===== src/rtl/leaf_user_pkg.sv =====
// -----------------------------------------------------------------------------
// leaf_user_pkg
// Shared definitions for the leaf user-side stream adapters.
//   state_e        : two-state grant FSM encoding (IDLE, GRANT)
//   SKID_DEPTH     : entries in the user-side output buffer
//   SKID_CNT_BITS  : width of the buffer occupancy count (0..SKID_DEPTH)
// -----------------------------------------------------------------------------
package leaf_user_pkg;

  typedef enum logic {
    IDLE  = 1'b0,
    GRANT = 1'b1
  } state_e;

  localparam int SKID_DEPTH    = 2;
  localparam int SKID_CNT_BITS = $clog2(SKID_DEPTH + 1);

endpackage


===== src/rtl/leaf_user_skid2.sv =====
// -----------------------------------------------------------------------------
// leaf_user_skid2
// Two-entry FIFO with 1-bit read/write pointers and an occupancy count.
//   clk_i   : clock, rising edge
//   rst_i   : asynchronous active-high reset
//   push_i  : write data_i (ignored when full)
//   data_i  : entry to write
//   pop_i   : drop the head entry (ignored when empty)
//   data_o  : head entry
//   cnt_o   : occupancy, 0..2
// -----------------------------------------------------------------------------
module leaf_user_skid2
  import leaf_user_pkg::*;
#(
  parameter int WIDTH = 32
) (
  input  logic                     clk_i,
  input  logic                     rst_i,
  input  logic                     push_i,
  input  logic [WIDTH-1:0]         data_i,
  input  logic                     pop_i,
  output logic [WIDTH-1:0]         data_o,
  output logic [SKID_CNT_BITS-1:0] cnt_o
);

  logic [WIDTH-1:0]         mem_q [SKID_DEPTH];
  logic                     wr_ptr_q;
  logic                     rd_ptr_q;
  logic [SKID_CNT_BITS-1:0] cnt_q;
  logic                     do_push;
  logic                     do_pop;

  assign do_pop  = pop_i  && (cnt_q != '0);
  assign do_push = push_i && (cnt_q != SKID_CNT_BITS'(SKID_DEPTH));

  // NOTE: the two storage entries are reset too, so the head reads zero
  // out of reset instead of X; at this depth the cost is negligible.
  // NOTE: every register here uses <= so all updates see pre-edge values,
  // which is what makes a same-cycle push and pop behave correctly.
  always_ff @(posedge clk_i or posedge rst_i) begin
    if (rst_i) begin
      mem_q[0] <= '0;
      mem_q[1] <= '0;
      wr_ptr_q <= 1'b0;
      rd_ptr_q <= 1'b0;
      cnt_q    <= '0;
    end else begin
      if (do_push) begin
        mem_q[wr_ptr_q] <= data_i;
        wr_ptr_q        <= ~wr_ptr_q;
      end
      if (do_pop) begin
        rd_ptr_q <= ~rd_ptr_q;
      end
      // Simultaneous push and pop leaves the count alone.
      if (do_push && !do_pop) begin
        cnt_q <= cnt_q + SKID_CNT_BITS'(1);
      end else if (do_pop && !do_push) begin
        cnt_q <= cnt_q - SKID_CNT_BITS'(1);
      end
    end
  end

  assign data_o = mem_q[rd_ptr_q];
  assign cnt_o  = cnt_q;

endmodule


===== src/rtl/leaf_user_rr_merge.sv =====
// -----------------------------------------------------------------------------
// leaf_user_rr_merge
// Burst-granular round-robin merge of NUM_IN vld/ack streams into one tagged
// output stream through a 2-entry buffer.
//   clk_user  : user clock, rising edge
//   reset     : asynchronous active-high reset
//   din_user  : NUM_IN packed words, port 0 in the LSBs
//   vld_in    : per-port valid
//   ack_in    : per-port accept (registered-state only, no path from ack_out)
//   dout_user : head word of the output buffer
//   src_out   : zero-based port index that supplied dout_user
//   vld_out   : output valid
//   ack_out   : downstream accept
// -----------------------------------------------------------------------------
module leaf_user_rr_merge
  import leaf_user_pkg::*;
#(
  parameter int NUM_IN       = 4,
  parameter int PAYLOAD_BITS = 32,
  parameter int BURST_LEN    = 16,
  parameter int SRC_BITS     = $clog2(NUM_IN)
) (
  input  logic                           clk_user,
  input  logic                           reset,
  input  logic [NUM_IN*PAYLOAD_BITS-1:0] din_user,
  input  logic [NUM_IN-1:0]              vld_in,
  output logic [NUM_IN-1:0]              ack_in,
  output logic [PAYLOAD_BITS-1:0]        dout_user,
  output logic [SRC_BITS-1:0]            src_out,
  output logic                           vld_out,
  input  logic                           ack_out
);

  localparam int BEAT_BITS  = $clog2(BURST_LEN);
  localparam int ENTRY_BITS = SRC_BITS + PAYLOAD_BITS;

  state_e                   state_q, state_d;
  logic [SRC_BITS-1:0]      grant_q, grant_d;
  logic [SRC_BITS-1:0]      last_grant_q, last_grant_d;
  logic [BEAT_BITS-1:0]     beat_cnt_q, beat_cnt_d;

  logic [SKID_CNT_BITS-1:0] buf_cnt;
  logic                     buf_full;
  logic                     grant_vld;
  logic [PAYLOAD_BITS-1:0]  grant_word;
  logic [SRC_BITS-1:0]      rr_pick;
  logic                     rr_found;
  logic                     push;
  logic                     pop;
  logic [ENTRY_BITS-1:0]    head;

  assign buf_full = (buf_cnt == SKID_CNT_BITS'(SKID_DEPTH));

  // Round-robin search: offsets 1..NUM_IN from last_grant, wrapping, so the
  // last granted port is considered only after every other port.
  always_comb begin
    rr_pick  = '0;
    rr_found = 1'b0;
    for (int i = 1; i <= NUM_IN; i++) begin
      for (int j = 0; j < NUM_IN; j++) begin
        if (!rr_found && vld_in[j] &&
            (((int'(last_grant_q) + i) % NUM_IN) == j)) begin
          rr_found = 1'b1;
          rr_pick  = SRC_BITS'(j);
        end
      end
    end
  end

  // Select the granted port's valid/word and drive its accept. ack_in is a
  // function of state_q, grant_q and buf_cnt only.
  always_comb begin
    grant_vld  = 1'b0;
    grant_word = '0;
    ack_in     = '0;
    for (int i = 0; i < NUM_IN; i++) begin
      if (grant_q == SRC_BITS'(i)) begin
        grant_vld  = vld_in[i];
        grant_word = din_user[i*PAYLOAD_BITS +: PAYLOAD_BITS];
        ack_in[i]  = (state_q == GRANT) && !buf_full;
      end
    end
  end

  assign push = (state_q == GRANT) && grant_vld && !buf_full;
  assign pop  = vld_out && ack_out;

  // NOTE: every next-state signal takes its hold value first, so no path
  // through the case leaves one unassigned and no latch is inferred.
  always_comb begin
    state_d      = state_q;
    grant_d      = grant_q;
    last_grant_d = last_grant_q;
    beat_cnt_d   = beat_cnt_q;
    unique case (state_q)
      IDLE: begin
        if (rr_found) begin
          grant_d    = rr_pick;
          beat_cnt_d = '0;
          state_d    = GRANT;
        end
      end
      GRANT: begin
        if (!grant_vld) begin
          // Idle release: the granted source paused, give others a turn.
          last_grant_d = grant_q;
          state_d      = IDLE;
        end else if (push) begin
          beat_cnt_d = beat_cnt_q + BEAT_BITS'(1);
          if (beat_cnt_q == BEAT_BITS'(BURST_LEN - 1)) begin
            last_grant_d = grant_q;
            state_d      = IDLE;
          end
        end
        // Valid but buffer full: hold grant and beat count.
      end
      default: state_d = IDLE;
    endcase
  end

  always_ff @(posedge clk_user or posedge reset) begin
    if (reset) begin
      state_q      <= IDLE;
      grant_q      <= '0;
      last_grant_q <= SRC_BITS'(NUM_IN - 1);
      beat_cnt_q   <= '0;
    end else begin
      state_q      <= state_d;
      grant_q      <= grant_d;
      last_grant_q <= last_grant_d;
      beat_cnt_q   <= beat_cnt_d;
    end
  end

  leaf_user_skid2 #(
    .WIDTH (ENTRY_BITS)
  ) u_skid (
    .clk_i  (clk_user),
    .rst_i  (reset),
    .push_i (push),
    .data_i ({grant_q, grant_word}),
    .pop_i  (pop),
    .data_o (head),
    .cnt_o  (buf_cnt)
  );

  assign vld_out              = (buf_cnt != '0);
  assign {src_out, dout_user} = head;

endmodule


===== config.mk =====
export PLATFORM = sky130hd
export DESIGN_NAME = leaf_user_rr_merge
export DESIGN_NICKNAME = d
export VERILOG_FILES = /design/src/rtl/leaf_user_pkg.sv /design/src/rtl/leaf_user_skid2.sv /design/src/rtl/leaf_user_rr_merge.sv
export SDC_FILE = /design/constraint.sdc
export NUM_CORES = 1
export LEC_CHECK = 0
export CAP_MARGIN = 40
export CORE_MARGIN = 2
export CORE_UTILIZATION = 40
export CTS_BUF_LIST = sky130_fd_sc_hd__clkbuf_4
export CTS_CLUSTER_DIAMETER = 30
export DETAILED_ROUTE_END_ITERATION = 6
export PLACE_DENSITY = 0.76
export REMOVE_ABC_BUFFERS = 1
export SYNTH_ARGS = -nofsm -noshare
export SYNTH_HDL_FRONTEND = slang
export SYNTH_SLANG_ARGS = --single-unit

===== constraint.sdc =====
create_clock -name clk_user -period 2.8 [get_ports clk_user]
set_clock_uncertainty 0.1 [all_clocks]
set_input_delay 0.56 -clock clk_user [delete_from_list [all_inputs] [get_ports clk_user]]
set_output_delay 0.56 -clock clk_user [all_outputs]
set_load 0.05 [all_outputs]

# Yosys cells after proc, flatten, opt, wreduce, memory -nomap -nowiden

Index checks and enable logic that the tools add are counted.

Output and inout port bits: 39
Input bits: 135
Flip-flop bits (word level): 81
Word-level logic and storage cells: 186

$lt $le $gt $ge: 3
Equality and inequality tests: 23
Reduce and logical (&&, ||, !) cells: 72
Bitwise logic cells: 9
Multiplexer cells: 63
$add $sub $neg: 7

Operator list:

| operator                                       | number |
|---|---|
| two-way mux 34 bit                             | 4 |
| zero test 32 bit                               | 4 |
| two-way mux 32 bit                             | 4 |
| bitwise mux 68 bit                             | 1 |
| logical AND 1 bit                              | 40 |
| two-way mux 2 bit                              | 19 |
| demux 34 bit (select 1 bit)                    | 1 |
| two-way mux 1 bit                              | 29 |
| == test 3 bit (second input constant)          | 8 |
| zero test 1 bit                                | 18 |
| == test 3 x 2 -> 1 bit (second input constant) | 4 |
| two-way mux 4 bit                              | 3 |
| != test 2 x 1 -> 1 bit (second input constant) | 4 |
| one-hot mux 4 bit (2 select lines)             | 1 |
| OR reduction 2 bit                             | 4 |
| adder 2 x 1 -> 2 bit (second input constant)   | 3 |
| == test 2 bit (second input constant)          | 3 |
| AND reduction 3 bit                            | 2 |
| adder 2 bit (second input constant)            | 2 |
| adder 4 x 1 -> 4 bit (second input constant)   | 1 |
| bitwise AND 1 bit (first input constant)       | 4 |
| == test 4 bit (second input constant)          | 1 |
| >= comparator 2 bit (second input constant)    | 2 |
| != test 2 bit (second input constant)          | 2 |
| 9 further kinds                                | 13 |

# Logic depth before layout (Yosys ltp)

Gate-level depths: netlist (run 1).

Depth after elaboration: 68
Mapped depth: 8
Gate-level depth less buffers: 7

# Cells and area by module

A second synthesis (run 1) with hierarchy kept.

Cell total of the unflattened synthesis: 296
Area, all modules: 4621.9 sq um

By module, submodules not included:

| module             | cells an instance | area each (sq um) | times used | seq. area each (sq um) |
|---|---|---|---|---|
| leaf_user_skid2    | 198               | 3289.4            | 1          | 1801.7 |
| leaf_user_rr_merge | 98                | 1332.5            | 1          | 227.7 |

# Worst setup path before layout (run 1)

No wires, ideal clock.

Kind: register -> output
Start point: reg state_q
End point: out ack_in[0]
Arrival: 1792 ps
Cell stages (with the launch flop): 4
Path buffers: 1
Required time: 2140 ps
Setup slack: 348 ps
Cells stage by stage: dfrtp_1 > clkbuf_1 > nand2_1 > nor3_1

Longest elaborated chain between the ends: 2

Ends and longest elaborated chain:

| what                   | line                      | text |
|---|---|---|
| from (decl)            | leaf_user_rr_merge.sv:37  | `state_e state_q, state_d;` |
| from (signal assigned) | leaf_user_rr_merge.sv:128 | `state_q <= state_d;` |
| logical AND 1 bit      | leaf_user_rr_merge.sv:80  | `ack_in[i] = (state_q == GRANT) && !buf_full;` |
| two-way mux 1 bit      | leaf_user_rr_merge.sv:77  | `if (grant_q == SRC_BITS'(i)) begin` |
| to (decl)              | leaf_user_rr_merge.sv:27  | `output logic [NUM_IN-1:0] ack_in,` |

No other way between the ends.

# Final worst setup path (run 1)

Start point: reg u_skid.cnt_q[0] (netlist: u_skid.cnt_o[0])
End point: out vld_out

Longest elaborated chain between the ends: 1

Ends and longest elaborated chain:

| what                   | line                      | text |
|---|---|---|
| from (decl)            | leaf_user_skid2.sv:29     | `logic [SKID_CNT_BITS-1:0] cnt_q;` |
| from (signal assigned) | leaf_user_skid2.sv:57     | `cnt_q <= cnt_q + SKID_CNT_BITS'(1);` |
| from (signal assigned) | leaf_user_skid2.sv:59     | `cnt_q <= cnt_q - SKID_CNT_BITS'(1);` |
| nonzero test 2 bit     | leaf_user_rr_merge.sv:147 | `assign vld_out = (buf_cnt != '0);` |
| to (decl)              | leaf_user_rr_merge.sv:30  | `output logic vld_out,` |

No other way between the ends.

==> flow_metrics.env, run 1 <==
export IMPL_ys_ff_latch=81
export IMPL_grt_use_total=0.177
export IMPL_crit_type="reg2out"
export IMPL_ys_seq_area_frac=0.440
export IMPL_fmax_mhz=393
export IMPL_worstSetupEndpointType="output port"
export IMPL_grt_start_max_net_pins=58
export IMPL_core_area_mm2=0.0113
export IMPL_path_clk_slew_ns=0.16
export IMPL_first_pass_iters=5
export IMPL_hold_buffers=0
export IMPL_timing_reg2reg_setup_slack_ns=0.68
export IMPL_placed_cell_area_mm2=0.00641
export IMPL_maxCapViolCount=0
export IMPL_crit_buf_inv=1
export IMPL_hold_class="in2async"
export IMPL_synthArstFlopShare=1.00
export IMPL_cts_buffer_depth=2
export IMPL_powerDensity_mw_per_mm2=1250
export IMPL_ioPinCount=174
export IMPL_crit_arrival_ns=1.89
export IMPL_whs_ns=0.334
export IMPL_hpwlAfterDp_mm=7.85
export IMPL_syn2layout_area_growth_pct=41.6
export IMPL_syn_inst=301
export IMPL_path_max_fanout=4
export IMPL_vias=3181
export IMPL_critPathTopFamily="buffers and inverters"
export IMPL_synth_main_ff_cell="dfrtp_1"
export IMPL_clock_latency_ns=0.42
export IMPL_rows=39
export IMPL_numPortBuffers=173
export IMPL_drc=0
export IMPL_synthTopCellsByArea="dfrtp_1, mux2_2, mux4_2"
export IMPL_synth_cell_types=38
export IMPL_syn_avg_cell_area_um2=15.3
export IMPL_netlist_area_mm2=0.00461
export IMPL_final_util=0.577
export IMPL_layout_commonest_cell="clkdlybuf4s50_1"
export IMPL_min_period_over_period=0.910
export IMPL_grt_pass1_wl_mm=17.7
export IMPL_path_cells="or2_2 > clkdlybuf4s50_1"
export IMPL_drtAntennaViolNets=0
export IMPL_start_util=0.407
export IMPL_antenna_found_initial=0
export IMPL_start_kind="flop"
export IMPL_cts_tree="built"
export IMPL_setup_viol=0
export IMPL_avgViaCountPerCell=5.11
export IMPL_p_leak_nw=2.81
export IMPL_die_h_um=111
export IMPL_wl_per_cell_um=17.2
export IMPL_grt_pass1_vias=3546
export IMPL_h_tree_depth=3
export IMPL_yosysWarnings=0
export IMPL_routed_wl_mm=10.7
export IMPL_first_iter_violations=74
export IMPL_cts_setup_buffers=0
export IMPL_finalHoldViolations=0
export IMPL_worst_pin_slew_ns=0.701
export IMPL_ir_worst_vdd_uv=649
export IMPL_relSlewSlack=0.533
export IMPL_routabilityCongestion=0.806
export IMPL_clkSinkCount=81
export IMPL_yosysTopAreaCell="dfrtp_1"
export IMPL_cts_root_buf="clkbuf_4"
export IMPL_fin_nets=611
export IMPL_dpl_cell_count=606
export IMPL_max_stage_delay_ns=0.72
export IMPL_reg2regPathDepth=3
export IMPL_drive_gt1_frac=0.438
export IMPL_maxSlewViolCount=0
export IMPL_synth_edf_count=0
export IMPL_rsz0062_at_grt="no"
export IMPL_fin_area_mm2=0.00653
export IMPL_grt_overflow=0
export IMPL_outcome="finished clean"
export IMPL_min_period_ns=2.55
export IMPL_r2r_end="u_skid.mem_q[29]$_DFFE_PP0P_"
export IMPL_regToRegStartpoint="grant_q[0]$_DFFE_PP0P_"
export IMPL_die_width_um=111
export IMPL_cts_buffers=9
export IMPL_synth_top_cell_area_share=0.429
export IMPL_crit_required_ns=2.14
export IMPL_dieArea_mm2=0.0124
export IMPL_instances_no_fill=622
export IMPL_layout_common_cells="clkdlybuf4s50_1, dfrtp_1, mux2_2"
export IMPL_ctsResizeCount=0
export IMPL_num_antenna_cells=0
export IMPL_critical_path_slowest_cell="clkdlybuf4s50_1"
[state kept, by name (all words and copies together), names as in the netlist]
signal	flops
state_q	1
u_skid.cnt_o	2
grant_q	2
u_skid.wr_ptr_q	1
u_skid.rd_ptr_q	1
u_skid.mem_q	68
beat_cnt_q	4
last_grant_q	2
[worst reg2reg max path: stages, from the launching register on]
cell and delay, ns:
dfrtp_2 0.40, buf_4 0.58, mux4_2 0.65, mux2_1 0.30
[metrics by stage]
step	setup TNS [ns]	worst slack (ns)	total power [W]
detailed placement	0	0.137	0.00765
CTS	0	0.192	0.00829
global route	0	0.0629	0.00866
global placement	0	0.180	0.00752
floorplan	-38.69	-0.637	0.00610
finish	0	0.253	0.00818
[metal layers]
| layer | share of wire | up-vias | track usage |
|---|---|---|---|
| li1 | - | 1479 | - |
| met5 | 0 | - | 0 |
| met2 | 0.53 | 112 | 0.317 |
| met3 | 0.060 | 12 | 0.0506 |
| met1 | 0.40 | 1578 | 0.212 |
| met4 | 0.011 | 0 | 0.0395 |
[kinds of logic (layout without fill, tap and decap cells)]
family	count (synthesis)	count (layout)	share of synthesized area
compound gates	15	15	0.0217
flops	81	81	0.440
buf+inv	27	205	0.0437
xor+xnor	4	4	0.00760
simple gates	33	33	0.0388
mux	139	139	0.443
fa+ha+maj	2	2	0.00542
[where the power goes]
group	total [W]	internal (W)	switching [W]	leakage, nW
Sequential	0.00215	0.00178	0.000370	0.960
Combinational	0.00541	0.00254	0.00286	1.79
Clock	0.000627	0.000190	0.000437	0.0581
Total	0.00818	0.00451	0.00367	2.81
[synth_stat cells, drive strengths merged, types with 2 or more instances]
| library cell | number |
|---|---|
| nand3 | 4 |
| xor2 | 2 |
| nor2 | 5 |
| inv | 5 |
| xnor2 | 2 |
| ha | 2 |
| o22ai | 3 |
| nor3 | 2 |
| dfrtp | 79 |
| a21o | 3 |
| a21oi | 2 |
| buf | 13 |
| o21ai | 3 |
| mux2 | 104 |
| mux2i | 2 |
| clkbuf | 9 |
| mux4 | 33 |
| nand2b | 3 |
| nand2 | 14 |
| dfstp | 2 |
[layout make-up]
| type | instances | area (um^2) |
|---|---|---|
| fillers | 946 | 4790 |
| multi-input cells | 193 | 2380 |
| flip-flops and latches | 81 | 2030 |
| repair buffers | 184 | 1790 |
| well taps | 143 | 179 |
| clock buffers | 9 | 67.6 |
| clock inverters | 7 | 55.1 |
| inverters | 5 | 22.5 |
[how the worst max path moves through the flow]
stage                                           start                      endpoint  slack (ns)  cells past startpoint
final                     u_skid.cnt_o[0]$_DFFE_PP0P_                       vld_out        0.25                      2
after global routing           grant_q[0]$_DFFE_PP0P_                     ack_in[3]        0.06                      3
after global placement                      vld_in[0]  u_skid.mem_q[63]$_DFFE_PP0P_        0.18                      7
after detailed placement                    vld_in[0]  u_skid.mem_q[63]$_DFFE_PP0P_        0.14                      7
after floorplan                grant_q[0]$_DFFE_PP0P_  u_skid.mem_q[66]$_DFFE_PP0P_       -0.64                      5
after CTS                      grant_q[0]$_DFFE_PP0P_                     ack_in[3]        0.19                      3
No activity file was read; power rests on OpenSTA's default activity.
==> run 2, diff against run 1 <==
--- a/config.mk
+++ b/config.mk
@@ -13,6 +13,7 @@
 export DETAILED_ROUTE_END_ITERATION = 6
 export PLACE_DENSITY = 0.76
 export REMOVE_ABC_BUFFERS = 1
+export SETUP_SLACK_MARGIN = 0.02
 export SYNTH_ARGS = -nofsm -noshare
 export SYNTH_HDL_FRONTEND = slang
 export SYNTH_SLANG_ARGS = --single-unit
==> constraint.sdc (replaced) <==
create_clock -name clk_user -period 2.8 [get_ports clk_user]
set_clock_uncertainty 0.1 [all_clocks]
set_input_delay 0.42 -clock clk_user [delete_from_list [all_inputs] [get_ports clk_user]]
set_output_delay 0.42 -clock clk_user [all_outputs]
set_load 0.05 [all_outputs]
==> flow_metrics.env, run 2 (same netlist as run 1, synthesis figures left out) <==
export IMPL_worstSetupEndpointType="output port"
export IMPL_cts_tree="built"
export IMPL_largest_register_ffs=68
export IMPL_instances_no_fill=621
export IMPL_core_area_mm2=0.0113
export IMPL_final_util=0.580
export IMPL_avgViaCountPerCell=5.21
export IMPL_top_usage_layer="met2"
export IMPL_clkSinkCount=81
export IMPL_maxSlewViolCount=0
export IMPL_grt_overflow=0
export IMPL_grt_pass1_vias=3623
export IMPL_max_stage_delay_ns=0.82
export IMPL_critPathTopFamily="buffers and inverters"
export IMPL_multiInputGateArea_mm2=0.00238
export IMPL_hold_buffers=0
export IMPL_die_h_um=111
export IMPL_met2_usage=0.310
export IMPL_top_regs="u_skid.mem_q (68), beat_cnt_q (4)"
export IMPL_cts_buffers=9
export IMPL_grt_use_total=0.175
export IMPL_critical_path_slowest_cell="clkdlybuf4s50_1"
export IMPL_cts_setup_buffers=0
export IMPL_path_max_fanout=12
export IMPL_min_period_over_period=0.934
export IMPL_num_antenna_cells=0
export IMPL_ioPinCount=174
export IMPL_finalHoldViolations=0
export IMPL_ir_worst_vdd_uv=539
export IMPL_relSlewSlack=0.654
export IMPL_hold_class="in2async"
export IMPL_crit_required_ns=2.28
export IMPL_powerDensity_mw_per_mm2=1250
export IMPL_h_tree_depth=3
export IMPL_rsz0062_at_grt="no"
export IMPL_grt_pass1_wl_mm=17.6
export IMPL_routabilityCongestion=0.824
export IMPL_setup_viol=0
export IMPL_maxCapViolCount=0
export IMPL_fmax_mhz=382
export IMPL_cts_root_buf="clkbuf_4"
export IMPL_worst_pin_slew_ns=0.506
export IMPL_first_iter_violations=67
export IMPL_fin_nets=610
export IMPL_hpwlAfterDp_mm=7.91
export IMPL_antenna_found_initial=0
export IMPL_p_leak_nw=2.84
export IMPL_min_period_ns=2.62
export IMPL_cts_buffer_depth=2
export IMPL_routed_wl_mm=10.6
export IMPL_grt_use_met1=0.214
export IMPL_fillers=945
export IMPL_fin_setup_tns_ns=0
export IMPL_crit_buf_inv=2
export IMPL_layout_commonest_cell="clkdlybuf4s50_1"
export IMPL_path_clk_slew_ns=0.14
export IMPL_drc=0
export IMPL_syn2layout_area_growth_pct=42.4
export IMPL_seq_area_mm2=0.00203
export IMPL_drive_gt1_frac=0.377
export IMPL_layout_common_cells="clkdlybuf4s50_1, dfrtp_1, mux2_2"
export IMPL_wl_per_cell_um=17.0
export IMPL_dieArea_mm2=0.0124
export IMPL_die_width_um=111
export IMPL_grtUsageMet3=0.0523
export IMPL_path_cells="buf_4 > mux2_2 > clkdlybuf4s50_1"
export IMPL_crit_arrival_ns=2.10
export IMPL_rows=39
export IMPL_outcome="finished clean"
export IMPL_largest_register="u_skid.mem_q"
export IMPL_start_kind="flop"
export IMPL_drtAntennaViolNets=0
export IMPL_dpl_cell_count=605
export IMPL_numPortBuffers=173
export IMPL_grt_start_max_net_pins=82
export IMPL_vias=3234
export IMPL_start_util=0.407
export IMPL_first_pass_iters=4
export IMPL_crit_type="reg2out"
export IMPL_clock_latency_ns=0.41
export IMPL_ctsResizeCount=16
run 2: cell types whose count changed in the layout (fill, tap and decap cells not counted):
cell             before  now
buf_4                43   16
dlygate4sd2_1         0   16
clkdlybuf4s50_1     135  146
buf_12                6    3
clkinvlp_4            3    1
dlymetal6s2s_1        0    2
bufinv_16             0    1
clkinv_4              1    2
inv_6                 1    2
inv_8                 1    0
run 2: metal layers:
layer  up-vias  routed length (um)
met5         -                   0
met4         0                 104
met3        11                 625
met2        98                5550
met1      1644                4280
li1       1481                   -
run 2: path summary, 6_finish.rpt:
path / startpoint / end / slack [ns] / depth (start not counted)
min: reset / u_skid.mem_q[31]$_DFFE_PP0P_ / 0.29 / 3
min reg2reg: u_skid.cnt_o[1]$_DFFE_PP0P_ / u_skid.cnt_o[1]$_DFFE_PP0P_ / 0.40 / 1
max in group asynchronous: reset / last_grant_q[1]$_DFFE_PP1P_ / 1.94 / 3
max reg2reg: grant_q[1]$_DFFE_PP0P_ / u_skid.mem_q[67]$_DFFE_PP0P_ / 0.59 / 6
min in group clk_user: u_skid.cnt_o[1]$_DFFE_PP0P_ / u_skid.cnt_o[1]$_DFFE_PP0P_ / 0.40 / 1
max: u_skid.rd_ptr_q$_DFFE_PP0P_ / dout_user[6] / 0.18 / 3
run 2: area by class of cell:
class                           instances  area share
Clock inverter                          7      0.0116
Tap cell                              143      0.0272
Sequential cell                        81       0.310
Multi-Input combinational cell        193       0.363
Clock buffer                            9      0.0103
Inverter                                5     0.00343
Timing Repair Buffer                  183       0.275
run 2: power breakdown:
part / total (W) / leakage (nW) / switching (W) / internal (W)
Combinational: 0.00531 / 1.80 / 0.00282 / 0.00249
Sequential: 0.00217 / 0.960 / 0.000392 / 0.00178
Clock: 0.000699 / 0.0746 / 0.000421 / 0.000278
run 2: through the flow:
step	area, um^2	hold slack [ns]	worst slack, ns	power, W
floorplan	4430	0.346	-0.637	0.00610
global placement	6440	0.368	0.257	0.00758
detailed placement	6440	0.387	0.179	0.00771
CTS	6560	0.290	0.0237	0.00830
global route	6570	0.312	0.104	0.00866
finish	6570	0.290	0.185	0.00818
run 2: worst min-delay path, cell delays in order:
cell	delay [ns]
clkdlybuf4s50_1	0.42
clkinv_2	0.06
buf_12	0.34
==> run 3, diff against run 2 <==
--- a/config.mk
+++ b/config.mk
@@ -7,11 +7,11 @@
 export LEC_CHECK = 0
 export CAP_MARGIN = 40
 export CORE_MARGIN = 2
-export CORE_UTILIZATION = 40
+export CORE_UTILIZATION = 42
 export CTS_BUF_LIST = sky130_fd_sc_hd__clkbuf_4
 export CTS_CLUSTER_DIAMETER = 30
 export DETAILED_ROUTE_END_ITERATION = 6
-export PLACE_DENSITY = 0.76
+export PLACE_DENSITY = 0.79
 export REMOVE_ABC_BUFFERS = 1
 export SETUP_SLACK_MARGIN = 0.02
 export SYNTH_ARGS = -nofsm -noshare
==> flow_metrics.env, run 3 (same netlist as run 1, synthesis figures left out) <==
export IMPL_p_comb_frac=0.652
export IMPL_die_width_um=109
export IMPL_clkSinkCount=81
export IMPL_die_h_um=109
export IMPL_place_ws_ns=0.189
export IMPL_cts_root_buf="clkbuf_4"
export IMPL_grt_pass1_wl_mm=17.3
export IMPL_relSlewSlack=0.648
export IMPL_grt_overflow=0
export IMPL_top_regs="u_skid.mem_q (68), beat_cnt_q (4)"
export IMPL_h_tree_depth=3
export IMPL_max_stage_delay_ns=0.72
export IMPL_setup_viol=0
export IMPL_path_cells="mux2_2 > clkdlybuf4s50_1"
export IMPL_worstSetupEndpointType="output port"
export IMPL_crit_type="reg2out"
export IMPL_maxSlewViolCount=0
export IMPL_wl_per_cell_um=17.7
export IMPL_start_util=0.427
export IMPL_rsz0062_at_grt="no"
export IMPL_first_iter_violations=125
export IMPL_min_period_over_period=0.934
export IMPL_critical_path_slowest_cell="clkdlybuf4s50_1"
export IMPL_start_kind="flop"
export IMPL_path_clk_slew_ns=0.15
export IMPL_fillers=860
export IMPL_hold_buffers=0
export IMPL_intPower_w=0.00455
export IMPL_crit_required_ns=2.28
export IMPL_first_pass_iters=4
export IMPL_path_max_fanout=10
export IMPL_largest_register="u_skid.mem_q"
export IMPL_hpwlAfterDp_mm=8.08
export IMPL_drc=0
export IMPL_power_frac_seq=0.265
export IMPL_ir_worst_vdd_uv=837
export IMPL_outcome="finished clean"
export IMPL_maxCapViolCount=0
export IMPL_clock_latency_ns=0.42
export IMPL_powerDensity_mw_per_mm2=1250
export IMPL_grt_use_total=0.190
export IMPL_final_util=0.609
export IMPL_hold_class="in2async"
export IMPL_fin_ws_ns=0.185
export IMPL_fmax_mhz=382
export IMPL_switching_share=0.446
export IMPL_ioPinCount=174
export IMPL_switchingPower_w=0.00366
export IMPL_layout_common_cells="clkdlybuf4s50_1, dfrtp_1, mux2_2"
export IMPL_drive_gt1_frac=0.372
export IMPL_dieArea_mm2=0.0118
export IMPL_antenna_found_initial=0
export IMPL_routed_wl_mm=11.0
export IMPL_r2r_end="u_skid.mem_q[14]$_DFFE_PP0P_"
export IMPL_grt_start_max_net_pins=82
export IMPL_finalHoldViolations=0
export IMPL_avgViaCountPerCell=5.24
export IMPL_routabilityCongestion=0.782
export IMPL_cts_buffers=9
export IMPL_largest_register_ffs=68
export IMPL_reg2regPathDepth=6
export IMPL_regToRegStartpoint="grant_q[0]$_DFFE_PP0P_"
export IMPL_numPortBuffers=173
export IMPL_grt_pass1_vias=3461
export IMPL_min_period_ns=2.62
export IMPL_fin_nets=610
export IMPL_cts_buffer_depth=2
export IMPL_syn2layout_area_growth_pct=42.5
export IMPL_crit_arrival_ns=2.10
export IMPL_p_leak_nw=2.85
export IMPL_core_area_mm2=0.0108
export IMPL_drtAntennaViolNets=0
export IMPL_cts_tree="built"
export IMPL_vias=3239
export IMPL_p_clk_frac=0.083
export IMPL_num_antenna_cells=0
export IMPL_rows=38
export IMPL_worst_pin_slew_ns=0.527
export IMPL_timing_reg2reg_setup_slack_ns=0.67
export IMPL_layout_commonest_cell="clkdlybuf4s50_1"
[run 3: cell count changes in the layout (fill, tap and decap cells not counted)]
cell and delta:
clkinv_4 -1, inv_6 -2, buf_4 -4, clkinv_2 +2, clkdlybuf4s50_1 -3, buf_12 +2, dlymetal6s2s_1 -1, dlygate4sd2_1 +6
clkbuf_4 +1
[run 3: area by class of cell]
| cell class | instances | area [um^2] | area share |
|---|---|---|---|
| Sequential cell | 81 | 2030 | 0.309 |
| Tap cell | 140 | 175 | 0.0266 |
| Multi-Input combinational cell | 193 | 2380 | 0.362 |
| Inverter | 5 | 22.5 | 0.00343 |
| Timing Repair Buffer | 183 | 1830 | 0.278 |
| Clock buffer | 10 | 75.1 | 0.0114 |
| Clock inverter | 6 | 60.1 | 0.00913 |
[run 3: worst max-delay path: cells and delay by family, from the launching register on]
family | cells | cell delay [ns]
buffers and inverters | 1 | 0.72
flip-flops | 1 | 0.58
multiplexers | 1 | 0.37
[run 3: metrics by stage]
step	hold slack (ns)	cell area, um^2	setup TNS [ns]	total power [W]	std cells
6_report	0.293	6580	0	0.00820	618
5_1_grt	0.317	6580	0	0.00866	618
4_1_cts	0.301	6570	0	0.00829	618
3_5_place_dp	0.375	6460	0	0.00777	602
3_3_place_gp	0.368	6460	0	0.00764	602
2_1_floorplan	0.346	4430	-38.36	0.00610	279
[run 3: routing by layer]
metal	wire, um	vias up	GRT usage
li1	-	1481	-
met1	4480	1647	0.234
met2	5630	97	0.333
met3	657	14	0.0365
met4	189	0	0.0659
met5	0	-	0
[run 3: worst max path at each step]
stage	from	to	slack (ns)	cells after the start
final	u_skid.rd_ptr_q$_DFFE_PP0P_	dout_user[23]	0.18	2
after global routing	u_skid.rd_ptr_q$_DFFE_PP0P_	dout_user[17]	0.11	2
after global placement	vld_in[3]	u_skid.mem_q[10]$_DFFE_PP0P_	0.23	7
after detailed placement	vld_in[3]	u_skid.mem_q[21]$_DFFE_PP0P_	0.19	7
after floorplan	grant_q[0]$_DFFE_PP0P_	u_skid.mem_q[66]$_DFFE_PP0P_	-0.64	5
after CTS	u_skid.cnt_o[0]$_DFFE_PP0P_	ack_in[0]	0.03	4
[run 3: timing repair]
action,in CTS,in global routing
pin swaps,0,0
setup endpoints to repair,22,1
resized for setup,22,1
cloned,0,0
buffers inserted,0,0
[run 3: power by group through the flow]
stage	clock network, W	registers [W]	logic, W
6_report	0.000683	0.00217	0.00535
5_1_grt	0.000765	0.00225	0.00564
4_1_cts	0.000702	0.00217	0.00542
3_5_place_dp	0	0.00219	0.00557
3_3_place_gp	0	0.00215	0.00549
2_1_floorplan	0	0.00226	0.00384
